==> src/rtl/framebuffer_reader.sv <==
`default_nettype none
// ============================================================================
//  Module   : framebuffer_reader
//  Purpose  : Streams 2-bit pixel codes for a rectangular sprite window out of
//             a 32-bit-wide pixel memory, one pixel per clock, one clock after
//             the scan position is presented. A single prefetch buffer is
//             kept one word ahead of the shift register so that memory
//             latency is hidden behind the 16 clocks it takes to shift out
//             one word.
//
//  Ports    : i_Clk          - clock, all state on the rising edge
//             i_Reset        - synchronous active-high reset
//             i_Row/i_Column - current scan position from the VGA timing
//             o_Rd_Req       - read request, held until i_Rd_Valid
//             o_Rd_Addr      - word address, stable while o_Rd_Req is high
//             i_Rd_Valid     - one-cycle completion pulse for the request
//             i_Rd_Data      - read word, leftmost pixel in [31:30]
//             o_Pixel        - pixel code for the previous cycle's position
//             o_Pixel_Valid  - previous cycle's position was inside window
//             o_Underrun     - sticky: a word was needed before it arrived
//
//  Revision : 1.0 - initial release
// ============================================================================
module framebuffer_reader #(
    parameter int X_START = 16,
    parameter int WIDTH   = 256,
    parameter int HEIGHT  = 256
) (
    input  logic        i_Clk,
    input  logic        i_Reset,
    input  logic [9:0]  i_Row,
    input  logic [9:0]  i_Column,
    output logic        o_Rd_Req,
    output logic [11:0] o_Rd_Addr,
    input  logic        i_Rd_Valid,
    input  logic [31:0] i_Rd_Data,
    output logic [1:0]  o_Pixel,
    output logic        o_Pixel_Valid,
    output logic        o_Underrun
);

    localparam int                 c_TOTAL_INT = HEIGHT * WIDTH / 16;
    localparam int                 c_CNT_W     = $clog2(c_TOTAL_INT + 1);
    localparam logic [c_CNT_W-1:0] c_TOTAL     = c_CNT_W'(c_TOTAL_INT);

    // Window bounds widened by one bit so that X_START+WIDTH may reach 1024.
    localparam logic [10:0] c_X_LO    = 11'(X_START);
    localparam logic [10:0] c_X_HI    = 11'(X_START + WIDTH);
    localparam logic [10:0] c_Y_HI    = 11'(HEIGHT);
    localparam logic [3:0]  c_X_PHASE = 4'(X_START);

    localparam logic [1:0] c_ST_IDLE = 2'd0;
    localparam logic [1:0] c_ST_REQ  = 2'd1;
    localparam logic [1:0] c_ST_DONE = 2'd2;

    logic [1:0]         r_State;
    logic [c_CNT_W-1:0] r_Fetch_Cnt;
    logic [31:0]        r_PB;
    logic               r_PB_Full;
    logic               r_Discard;
    logic [31:0]        r_SR;

    logic               w_Active;
    logic [3:0]         w_Offset_Lo;
    logic               w_Word_Start;
    logic               w_Resync;
    logic               w_Consume;
    logic [11:0]        w_Next_Addr;

    // Only the low nibble of the window offset matters: it marks word starts.
    assign w_Offset_Lo  = i_Column[3:0] - c_X_PHASE;
    assign w_Active     = ({1'b0, i_Row} < c_Y_HI) &&
                          ({1'b0, i_Column} >= c_X_LO) &&
                          ({1'b0, i_Column} <  c_X_HI);
    assign w_Word_Start = w_Active && (w_Offset_Lo == 4'd0);
    assign w_Resync     = ({1'b0, i_Row} == c_Y_HI) && (i_Column == 10'd0);
    assign w_Consume    = w_Word_Start && r_PB_Full;
    assign w_Next_Addr  = 12'(r_Fetch_Cnt);

    // ------------------------------------------------------------------
    // Pixel path: shift register fed from the prefetch buffer.
    // ------------------------------------------------------------------
    always_ff @(posedge i_Clk) begin
        if (i_Reset) begin
            r_SR          <= 32'd0;
            o_Pixel       <= 2'd0;
            o_Pixel_Valid <= 1'b0;
            o_Underrun    <= 1'b0;
        end else if (w_Word_Start) begin
            o_Pixel_Valid <= 1'b1;
            if (r_PB_Full) begin
                r_SR    <= r_PB;
                o_Pixel <= r_PB[31:30];
            end else begin
                // Word not here yet: emit blank pixels for this whole word.
                r_SR       <= 32'd0;
                o_Pixel    <= 2'd0;
                o_Underrun <= 1'b1;
            end
        end else if (w_Active) begin
            r_SR          <= {r_SR[29:0], 2'b00};
            o_Pixel       <= r_SR[29:28];
            o_Pixel_Valid <= 1'b1;
        end else begin
            o_Pixel       <= 2'd0;
            o_Pixel_Valid <= 1'b0;
        end
    end

    // ------------------------------------------------------------------
    // Fetch FSM and prefetch buffer.
    // ------------------------------------------------------------------
    always_ff @(posedge i_Clk) begin
        if (i_Reset) begin
            r_State     <= c_ST_IDLE;
            r_Fetch_Cnt <= '0;
            r_PB        <= 32'd0;
            r_PB_Full   <= 1'b0;
            r_Discard   <= 1'b0;
            o_Rd_Req    <= 1'b0;
            o_Rd_Addr   <= 12'd0;
        end else if (w_Resync) begin
            r_State     <= c_ST_IDLE;
            r_Fetch_Cnt <= '0;
            r_PB_Full   <= 1'b0;
            o_Rd_Req    <= 1'b0;
            // A response still owed by memory must be dropped when it comes.
            // If it lands in this very cycle it is simply ignored, so there
            // is nothing left to discard.
            r_Discard   <= ((r_State == c_ST_REQ) || r_Discard) && !i_Rd_Valid;
        end else begin
            if (r_Discard && i_Rd_Valid) begin
                r_Discard <= 1'b0;
            end
            // Consumption empties the buffer unless a capture below refills it
            // in the same cycle; the later assignment wins.
            if (w_Consume) begin
                r_PB_Full <= 1'b0;
            end
            case (r_State)
                c_ST_IDLE: begin
                    if (r_Fetch_Cnt == c_TOTAL) begin
                        r_State <= c_ST_DONE;
                    end else if (!r_PB_Full && !r_Discard) begin
                        r_State   <= c_ST_REQ;
                        o_Rd_Req  <= 1'b1;
                        o_Rd_Addr <= w_Next_Addr;
                    end
                end
                c_ST_REQ: begin
                    if (i_Rd_Valid) begin
                        r_PB        <= i_Rd_Data;
                        r_PB_Full   <= 1'b1;
                        r_Fetch_Cnt <= r_Fetch_Cnt + 1'b1;
                        r_State     <= c_ST_IDLE;
                        o_Rd_Req    <= 1'b0;
                    end
                end
                c_ST_DONE: begin
                    o_Rd_Req <= 1'b0;
                end
                default: begin
                    r_State  <= c_ST_IDLE;
                    o_Rd_Req <= 1'b0;
                end
            endcase
        end
    end

endmodule
`default_nettype wire

==> config.mk <==
export PLATFORM = sky130hd
export DESIGN_NAME = framebuffer_reader
export DESIGN_NICKNAME = d
export VERILOG_FILES = /design/src/rtl/framebuffer_reader.sv
export SDC_FILE = /design/constraint.sdc
export NUM_CORES = 1
export LEC_CHECK = 0
export BUFFER_PORTS_ARGS = -buffer_cell sky130_fd_sc_hd__buf_2
export CELL_PAD_IN_SITES_DETAIL_PLACEMENT = 2
export CELL_PAD_IN_SITES_GLOBAL_PLACEMENT = 2
export CORE_ASPECT_RATIO = 0.8
export CORE_MARGIN = 5
export CORE_UTILIZATION = 38
export CTS_BUF_LIST = sky130_fd_sc_hd__clkbuf_2 sky130_fd_sc_hd__clkbuf_4 sky130_fd_sc_hd__clkbuf_8
export CTS_CLUSTER_SIZE = 30
export DETAILED_ROUTE_END_ITERATION = 12
export PLACE_DENSITY = 0.88
export SLEW_MARGIN = 20
export SYNTH_ARGS = -nofsm -noshare
export SYNTH_HDL_FRONTEND = slang
export SYNTH_SLANG_ARGS = --single-unit
==> constraint.sdc <==
create_clock -name i_Clk -period 3.4 [get_ports i_Clk]
set_clock_uncertainty 0.2 [all_clocks]
set_input_delay 0.68 -clock i_Clk [delete_from_list [all_inputs] [get_ports i_Clk]]
set_output_delay 0.68 -clock i_Clk [all_outputs]
set_load 0.005 [all_outputs]
=== Yosys cells after proc, flatten, opt, wreduce, memory -nomap -nowiden ===
Index checks and enable logic that the tools add are counted.

* Bits in registers: 96
* Input port bits: 55

* Equal/unequal tests: 8
* Multiplexer cells: 21
* Bitwise gates (word level): 4
* Add/subtract/negate cells: 1
* Reduce and logical (&&, ||, !) cells: 24
* Order comparisons: 3

{| class="wikitable"
|+ Operators with widths
! cell !! number
|-
| 2-to-1 mux 30 bit || 3
|-
| less-than comparator 10 x 9 -> 1 bit (second input constant) || 2
|-
| adder 13 x 1 -> 13 bit (second input constant) || 1
|-
| equality test 13 bit (second input constant) || 1
|-
| 2-to-1 mux 2 bit || 6
|-
| equality test 10 x 9 -> 1 bit (second input constant) || 1
|-
| >= comparator 10 x 5 -> 1 bit (second input constant) || 1
|-
| zero test 10 bit || 1
|-
| 2-to-1 mux 1 bit || 10
|-
| AND reduction 3 bit || 3
|-
| logical AND 1 bit || 8
|-
| != test 2 bit (second input constant) || 3
|-
| one-hot mux 2 bit (3 select lines) || 1
|-
| zero test 4 bit || 1
|-
| NOT 1 bit || 4
|-
| AND reduction 2 bit || 2
|-
| AND reduction 4 bit || 1
|-
| nonzero test 2 bit || 2
|-
| zero test 1 bit || 3
|-
| != test 3 bit (second input constant) || 1
|-
| equality test 2 x 1 -> 1 bit (second input constant) || 1
|-
| equality test 2 bit (second input constant) || 1
|-
| zero test 2 bit || 1
|-
| one-hot mux 1 bit (2 select lines) || 1
|-
| 2 further kinds || 2
|}

=== Depth between registers and ports, before layout ===
Gate-level depths: netlist (run 1).

* Depth in word-level cells: 8
* Mapped depth: 8
* Gate-level depth less buffers: 7

=== Least setup slack after synthesis (run 1) ===
No wires, ideal clock.

* Path type: input -> register
* From: in i_Column[8]
* To: reg r_PB[2]
* Buffers on the path: 1
* Data required time: 3.071 ns
* Stages on the path: 5
* Library setup time: 0.129 ns
* Arrival: 2.016 ns
* Path slack: 1.055 ns
* Cells stage by stage: or4_4 o31ai_4 buf_8 mux2i_1 nor2_1

* Word-level cells in the longest chain between the ends: 4

{| class="wikitable"
|+ Ends and longest elaborated chain
! element !! line !! source
|-
| start: declaration || 32 || <nowiki>input logic [9:0] i_Column,</nowiki>
|-
| zero test 10 bit || 76 || <nowiki>assign w_Resync = ({1'b0, i_Row} == c_Y_HI) && (i_Column == 10'd0);</nowiki>
|-
| logical AND 1 bit || 76 ||
|-
| NOT 1 bit (no source line) || - ||
|-
| AND reduction 3 bit (no source line) || - ||
|-
| end signal: assignment || 152 || <nowiki>r_PB <= i_Rd_Data;</nowiki>
|-
| end: declaration || 58 || <nowiki>logic [31:0] r_PB;</nowiki>
|}

Every way passes these cells.
A chain may end at the register's enable or synchronous reset.

=== Worst setup path in the final report (run 1) ===
* From: in i_Row[9]
* To: reg r_PB[17]

* Word-level cells in the longest chain between the ends: 4

{| class="wikitable"
|+ Ends and longest elaborated chain
! element !! line !! source
|-
| start: declaration || 31 || <nowiki>input logic [9:0] i_Row,</nowiki>
|-
| equality test 10 x 9 -> 1 bit || 76 ||
|-
| logical AND 1 bit || 76 ||
|-
| NOT 1 bit (no source line) || - ||
|-
| AND reduction 3 bit (no source line) || - ||
|}

Every way passes these cells.

==> results of run 1 <==
==> final timing paths <==
kind,from,endpoint,slack [ps],cells past startpoint
setup reg to reg,r_State[0]$_SDFFE_PP0P_,r_Fetch_Cnt[11]$_SDFFE_PP0P_,1320,5
setup / recovery,i_Row[9],r_PB[17]$_SDFFE_PP0P_,910,7
hold / removal,o_Underrun$_SDFFE_PP0P_,o_Underrun$_SDFFE_PP0P_,280,2
hold reg to reg,o_Underrun$_SDFFE_PP0P_,o_Underrun$_SDFFE_PP0P_,280,2
==> cell usage in the layout (no fill, tap or decap), drive strengths merged <==
| cell | synthesis | layout |
|---|---|---|
| xnor2 | 5 | 5 |
| clkbuf | 24 | 13 |
| a21oi | 8 | 8 |
| ha | 2 | 2 |
| and3 | 2 | 2 |
| nor3 | 8 | 8 |
| o31ai | 1 | 1 |
| nor2 | 82 | 82 |
| buf | 11 | 79 |
| or4 | 2 | 2 |
| dfxtp | 96 | 96 |
| and3b | 1 | 1 |
| nand4 | 5 | 5 |
| nand2b | 24 | 24 |
| nand3 | 35 | 35 |
| or2 | 1 | 1 |
| nand2 | 39 | 39 |
| nor4 | 6 | 6 |
| mux2i | 44 | 44 |
| nor4b | 1 | 1 |
| nor4bb | 1 | 1 |
| a311oi | 28 | 28 |
| clkinv | 0 | 2 |
| and2 | 3 | 3 |
| xor2 | 8 | 8 |
| inv | 5 | 5 |
| and4 | 1 | 1 |
| a211oi | 1 | 1 |
| a31oi | 1 | 1 |
==> cells by family after synthesis <==
| kind of cell | Yosys count | share of synthesized area [%] |
|---|---|---|
| AO/OA/AOI/OAI | 39 | 9.197 |
| XOR/XNOR | 13 | 2.780 |
| adder cells (fa/ha/maj) | 2 | 0.6110 |
| buffers and inverters | 40 | 4.797 |
| flip-flops | 96 | 46.93 |
| multiplexers | 44 | 10.75 |
| AND/OR/NAND/NOR | 211 | 24.93 |
==> metal layers <==
layer  track usage, %  part of all wire, %  vias up
li1                 -                    -     1642
met1            22.78                   46     1679
met2            32.33                   49       65
met3            4.247                  3.8       13
met4            5.276                  1.2        0
met5                0                    0        -
==> through the flow <==
| stage | std cells | setup slack [ps] | hold slack, ps | util, % |
|---|---|---|---|---|
| after floorplan | 445 | 1055 | 232.1 | - |
| after global placement | 629 | 659.0 | 238.7 | 43.34 |
| after detailed placement | 629 | 513.9 | 264.8 | 43.34 |
| after CTS | 644 | 916.8 | 287.5 | 45.13 |
| after global routing | 644 | 804.0 | 299.6 | 45.13 |
| final | 644 | 914.0 | 276.7 | 45.13 |
==> flip-flops by register name, indices dropped and copies added (netlist names) <==
name / cells
o_Pixel: 2
r_Discard: 1
o_Rd_Addr: 12
r_PB_Full: 1
r_Fetch_Cnt: 13
o_Underrun: 1
r_State: 2
o_Rd_Req: 1
r_PB: 32
o_Pixel_Valid: 1
r_SR: 30
==> power groups by stage <==
stage / sequential, mW / combinational (mW) / clock, mW
2_1_floorplan: 1.20 / 0.153 / 0
3_3_place_gp: 1.21 / 0.209 / 0
3_5_place_dp: 1.21 / 0.224 / 0
4_1_cts: 1.19 / 0.226 / 0.748
5_1_grt: 1.19 / 0.245 / 0.784
6_report: 1.19 / 0.222 / 0.720
==> synthesized netlist by cell type, types with 8 or more instances <==
library cell  instances
clkbuf_1             24
nor2_1               82
a21oi_1               8
mux2i_1              44
a311oi_2              9
a311oi_1             19
nand2_1              37
nand2b_1             24
dfxtp_1              96
nand3_1              35
xor2_1                8
==> final cells by class <==
type,count,share of cell area [%]
Multi-Input combinational cell,309,42.13
Sequential cell,96,40.93
Timing Repair Buffer,79,8.846
Inverter,5,0.3997
Clock inverter,2,0.2931
Clock buffer,13,3.677
Tap cell,140,3.730
==> tightest hold or removal path: cells and delay by family, from the launching register on <==
family          cells  cell delay [ps]
simple gates        1               70
flops               1              340
compound gates      1               40
==> key figures, run 1 <==
Run status
  – Status: finished, final reports clean

Logic synthesis
  – Post-synth top flop: dfxtp_1
  – Avg Inst Size Synth: 9.203 um^2
  – Synthesized flop and latch total: 96
  – Yosys synthesis warning count: 0
  – Post-synth net total: approximately 500
  – Area contributors post-synth: dfxtp_1, mux2i_1, nor2_1
  – Post-synth cell types: 35
  – Post-synth EDFFs: 0
  – Post-synth ARST share: 0%
  – Mapped Cells: between 400 and 500
  – Cell area after synthesis: 4095 um^2
  – Synth top area share: between 40% and 50%
  – Yosys top cell by area: dfxtp_1
  – Sequential share of the synthesized area: 46.93%

Placement
  – DP Area: about 4500 um^2
  – Port-buffer cells: 71
  – Hpwl dp: about 8000 um
  – Placer Congestion: around 0.76

Clock tree
  – CTS tree: built
  – H-Tree Depth: 3
  – Number of setup buffers added after CTS: 0
  – CTS Buf Count: 9
  – Clock tree buffer depth: 2
  – Post-CTS sizing: 0
  – CTS Hold Bufs: 0
  – Reg clk slew, reported paths: 80 ps
  – Clk_lat worst skew: 370 ps
  – CTS root buffer: clkbuf_8
  – Sink Count: 96

Drt
  – Vias: roughly 3400
  – Final ANT Viol Nets: 0
  – Final WL: 11630 um
  – Via density: approximately 5.3
  – Wire per inst: 18.06 um
  – Drt first pass iters: 4
  – Drt initial violations: about 150
  – Drt drc: 0

Pwr
  – Leakage Power: approximately 1.9 nW
  – Seq pwr share: between 50% and 60%
  – Peak supply drop: 0.2039 mV
  – Combinational power share: 10.4%
  – Net Sw Frac: between 20% and 30%
  – Internal power: between 1.5 and 2 mW
  – Switching power: ~540 uW
  – Clk network pwr share: about a third
  – Pwr dens: around 450 nW/um^2
  – Total power: between 2 and 2.5 mW

Setup path
  – CP max FO: 32
  – Crit-path max cell delay: around 520 ps
  – Crit path kind: in2reg
  – Critical Path Source Type: input pin
  – Slowest cell on crit path: buf_4
  – Worst-path cell chain: buf_2 > nor4_1 > nand2_2 > o31ai_4 > buf_4 > mux2i_1 > nor2_1
  – Crit. End Element: register
  – Worst path bufs/invs: 2
  – Critical path's top delay family: simple AND/OR/NAND/NOR gates
  – Crit path DAT: 2510 ps
  – Worst path required time: around 3400 ps

Timing
  – Final setup viols: 0
  – Hold Fails Final Rpt: 0
  – Min Clock Period, post-route: 2486 ps
  – Slew Limit Fails: 0
  – TNS Setup: 0 ps
  – Unrepaired setup endpoints after global routing: false
  – Worst-Margin Slew: between 900 and 1000 ps
  – Peak Freq: between 0.4 and 0.5 GHz
  – Max_slew headroom: a little under two fifths
  – Final period util: between 70% and 80%

Finish
  – Fin area: 4696 um^2
  – Sequential Area: around 1900 um^2
  – Multi-input gate area: between 1500 and 2000 um^2
  – Nets: roughly 560
  – Syn-to-layout area delta: 14.67%
  – Antenna diodes: 0
  – Layout fillers: 1161
  – Share of layout cells above drive strength 1: between 20% and 30%

Global route
  – First-pass GRT wire length: 19040 um
  – Vias in the first global route: about 3700
  – Total GRT Usage: 18.36%
  – Overflow after GRT: 0
  – Largest net degree at the start of global routing: 92
  – Initial antenna violation count: 0

Min path
  – Min-delay worst type: reg2reg

Die
  – I/O Pins: ~70
  – Die width: approximately 130 um
  – Initial Utilization: about two fifths
  – Y dimension of the die: 102.9 um
  – Die area: roughly 13000 um^2
  – Core area: roughly 10000 um^2
  – FP Rows: 33

Flow run
  – Max Cap Viol: 0
Power figures use the tool's default switching activity.
==> run 2, diff against run 1 <==
--- a/config.mk
+++ b/config.mk
@@ -10,11 +10,11 @@
 export CELL_PAD_IN_SITES_GLOBAL_PLACEMENT = 2
 export CORE_ASPECT_RATIO = 0.8
 export CORE_MARGIN = 5
-export CORE_UTILIZATION = 38
+export CORE_UTILIZATION = 35
 export CTS_BUF_LIST = sky130_fd_sc_hd__clkbuf_2 sky130_fd_sc_hd__clkbuf_4 sky130_fd_sc_hd__clkbuf_8
 export CTS_CLUSTER_SIZE = 30
 export DETAILED_ROUTE_END_ITERATION = 12
-export PLACE_DENSITY = 0.88
+export PLACE_DENSITY = 0.82
 export SLEW_MARGIN = 20
 export SYNTH_ARGS = -nofsm -noshare
 export SYNTH_HDL_FRONTEND = slang
==> constraint.sdc (replaced) <==
create_clock -name i_Clk -period 2.5 [get_ports i_Clk]
set_clock_uncertainty 0.2 [all_clocks]
set_input_delay 0.5 -clock i_Clk [delete_from_list [all_inputs] [get_ports i_Clk]]
set_output_delay 0.5 -clock i_Clk [all_outputs]
set_load 0.005 [all_outputs]
==> key figures, run 2 (same netlist as run 1, synthesis figures left out) <==
Placement
  – Cells after DPL: 643 (+2.2%)
  – Port-buffer cells: 71 (unchanged)
  – DP Area: 4602 um^2 (+2.1%)
  – Pre-CTS WS: 57.13 ps (-456.8 ps)
  – Hpwl dp: 8112 um (+1.0%)
  – Placer Congestion: 0.7482 (-1.3%)

Pwr
  – Leakage Power: 1.950 nW (+1.7%)
  – Internal power: 2.153 mW (+36%)
  – Seq pwr share: 55.7% (about the same)
  – Combinational power share: 10.8% (+0.4 points)
  – Pwr dens: 606.7 nW/um^2 (+34%)
  – Peak supply drop: 0.2522 mV (+24%)
  – Switching power: 749.5 uW (+38%)
  – Clk network pwr share: 33.5% (-0.3 points)
  – Net Sw Frac: 25.83% (+0.29 points)

Setup path
  – Worst-path cell chain: inv_1 > ha_1 > nor4bb_1 > nand3_1 > nand2_1 > nor2_1 > buf_4 > mux2i_1
  – Worst path required time: 2590 ps (-830 ps)
  – Worst r2r src: r_Fetch_Cnt[0]$_SDFFE_PP0P_
  – Critical Path Start: r_Fetch_Cnt[0]$_SDFFE_PP0P_
  – Critical Path Source Type: register
  – Critical Path Stages: 8 (+1)
  – CP max FO: 12 (-63%)
  – Crit-path max cell delay: 410 ps (-110 ps)
  – Crit path kind: reg2reg
  – Worst path bufs/invs: 2 (unchanged)
  – Crit. End Element: register
  – Worst R2R Path Depth: 8 (+3)
  – Slowest cell on crit path: dfxtp_1
  – R2R setup slack: 470 ps (-850 ps)
  – Crit path DAT: 2130 ps (-380 ps)
  – Reg-to-reg critical path endpoint: o_Rd_Addr[7]$_SDFFE_PP0P_
  – Critical path's top delay family: simple AND/OR/NAND/NOR gates
  – CP Capture Point: o_Rd_Addr[7]$_SDFFE_PP0P_

Drt
  – Via density: 5.210 (-1.3%)
  – Wire per inst: 17.78 um (-1.5%)
  – Final WL: 11700 um (+0.60%)
  – Drt initial violations: 192 (+30%)
  – Final ANT Viol Nets: 0 (unchanged)
  – Vias: 3428 (+0.85%)
  – Drt first pass iters: 4 (unchanged)
  – Drt drc: 0 (unchanged)

Clock tree
  – CTS Buf Count: 9 (unchanged)
  – CTS Hold Bufs: 0 (unchanged)
  – CTS tree: built
  – Clk_lat worst skew: 370 ps (about the same)
  – Clock tree buffer depth: 2 (unchanged)
  – Number of setup buffers added after CTS: 0 (unchanged)
  – CTS root buffer: clkbuf_8
  – Post-CTS sizing: 0 (unchanged)
  – H-Tree Depth: 3 (unchanged)
  – Sink Count: 96 (unchanged)
  – Reg clk slew, reported paths: 90 ps (about the same)

Timing
  – Final worst slack: 465.1 ps (-448.8 ps)
  – TNS Setup: 0 ps (unchanged)
  – Hold Fails Final Rpt: 0 (unchanged)
  – Final setup viols: 0 (unchanged)
  – Final period util: 81.39%
  – Min Clock Period, post-route: about 2000 ps
  – Slew Limit Fails: 0 (unchanged)
  – Worst-Margin Slew: 502.8 ps (-441.4 ps)
  – Peak Freq: approximately 0.49 GHz
  – Hold slack: 145.4 ps (-131.3 ps)
  – Max_slew headroom: 66.48% (+29 points)
  – Unrepaired setup endpoints after global routing: false

Global route
  – Overflow after GRT: 0 (unchanged)
  – Largest net degree at the start of global routing: 56 (-39%)
  – Total GRT Usage: 17.55% (-0.80 points)
  – Vias in the first global route: 3774 (+1.4%)
  – First-pass GRT wire length: 19350 um (+1.6%)
  – Initial antenna violation count: 0 (unchanged)

Die
  – Die width: 130.9 um (+3.9%)
  – I/O Pins: 72 (unchanged)
  – Core area: 11470 um^2 (+10%)
  – FP Rows: 35 (+6.1%)
  – Initial Utilization: 35.69% (-3.7 points)
  – Die area: 13980 um^2 (+7.8%)
  – Y dimension of the die: 106.8 um (+3.8%)

Finish
  – Nets: 563 (+1.1%)
  – Share of layout cells above drive strength 1: 22.94% (+0.92 points)
  – Layout fillers: 1283 (+11%)
  – Biggest register: r_PB
  – Largest register FFs: 32 (unchanged)
  – Antenna diodes: 0 (unchanged)
  – Highest-count cells in the layout ignoring fill and taps: dfxtp_1, nor2_1, buf_2
  – Fin area: 4783 um^2 (+1.9%)
  – Commonest non-fill, non-tap cell in the layout: dfxtp_1
  – Non-Filler Instances: 658 (+2.2%)
  – Biggest registers after layout: r_PB (32), r_SR (30), r_Fetch_Cnt (13)
  – Syn-to-layout area delta: 16.80%

Run status
  – Status: finished, final reports clean

Min path
  – Hold Startpoint: i_Rd_Valid
  – Min-delay worst type: in2reg

Flow run
  – Max Cap Viol: 0 (unchanged)
-- run 2: cell types whose count changed in the layout (fill, tap and decap cells not counted) --
cell / before / now
clkinv_4: 1 / 0
clkinvlp_4: 0 / 2
clkinv_2: 1 / 0
buf_4: 8 / 11
buf_12: 0 / 3
clkbuf_4: 1 / 2
clkbuf_8: 12 / 11
-- run 2: metrics by stage --
| stage | utilization [%] | power, mW |
|---|---|---|
| after global routing | 41.69 | 3.046 |
| after CTS | 41.69 | 2.948 |
| after detailed placement | 40.11 | 1.967 |
| after global placement | 40.11 | 1.944 |
| after floorplan | - | 1.845 |
| final | 41.69 | 2.902 |
-- run 2: cell type report --
class / instances / area [um^2] / area share, %
clock buffer: 13 / 166.4 / 3.479
clock inverter: 2 / 15.01 / 0.3139
inverter: 5 / 18.77 / 0.3924
multi-input combinational: 309 / 1978 / 41.35
sequential: 96 / 1922 / 40.18
tap: 148 / 185.2 / 3.871
timing repair buffer: 85 / 498.0 / 10.41
-- run 2: worst reg2reg max path, cell delays in order (launching register included) --
cell and delay (ps):
dfxtp_1 410, inv_1 70, ha_1 220, nor4bb_1 140
nand3_1 170, nand2_1 130, nor2_1 130, buf_4 250
mux2i_1 260
-- run 2: how the worst min path moves through the flow --
stage	end	cells after the start
6_report	r_Discard$_SDFFE_PP0P_	2
5_1_grt	r_Discard$_SDFFE_PP0P_	2
3_5_place_dp	o_Rd_Addr[9]$_SDFFE_PP0P_	2
4_1_cts	r_Discard$_SDFFE_PP0P_	2
3_3_place_gp	o_Rd_Addr[6]$_SDFFE_PP0P_	2
2_1_floorplan	r_SR[0]$_SDFFE_PP0P_	2
-- run 2: power by group through the flow --
| stage | Clock, mW | Combinational [mW] | Sequential (mW) |
|---|---|---|---|
| detailed placement | 0 | 0.317 | 1.65 |
| global route | 1.08 | 0.346 | 1.62 |
| floorplan | 0 | 0.208 | 1.64 |
| finish | 0.973 | 0.313 | 1.62 |
| CTS | 1.01 | 0.320 | 1.62 |
| global placement | 0 | 0.298 | 1.65 |
-- run 2: per-layer routing --
| layer | vias to the layer above | track usage [%] | routed length [um] |
|---|---|---|---|
| met4 | 0 | 4.038 | 136 |
| met1 | 1704 | 21.59 | 5214 |
| met5 | - | 0 | 0 |
| met3 | 12 | 5.279 | 538 |
| met2 | 59 | 30.08 | 5812 |
| li1 | 1653 | - | - |
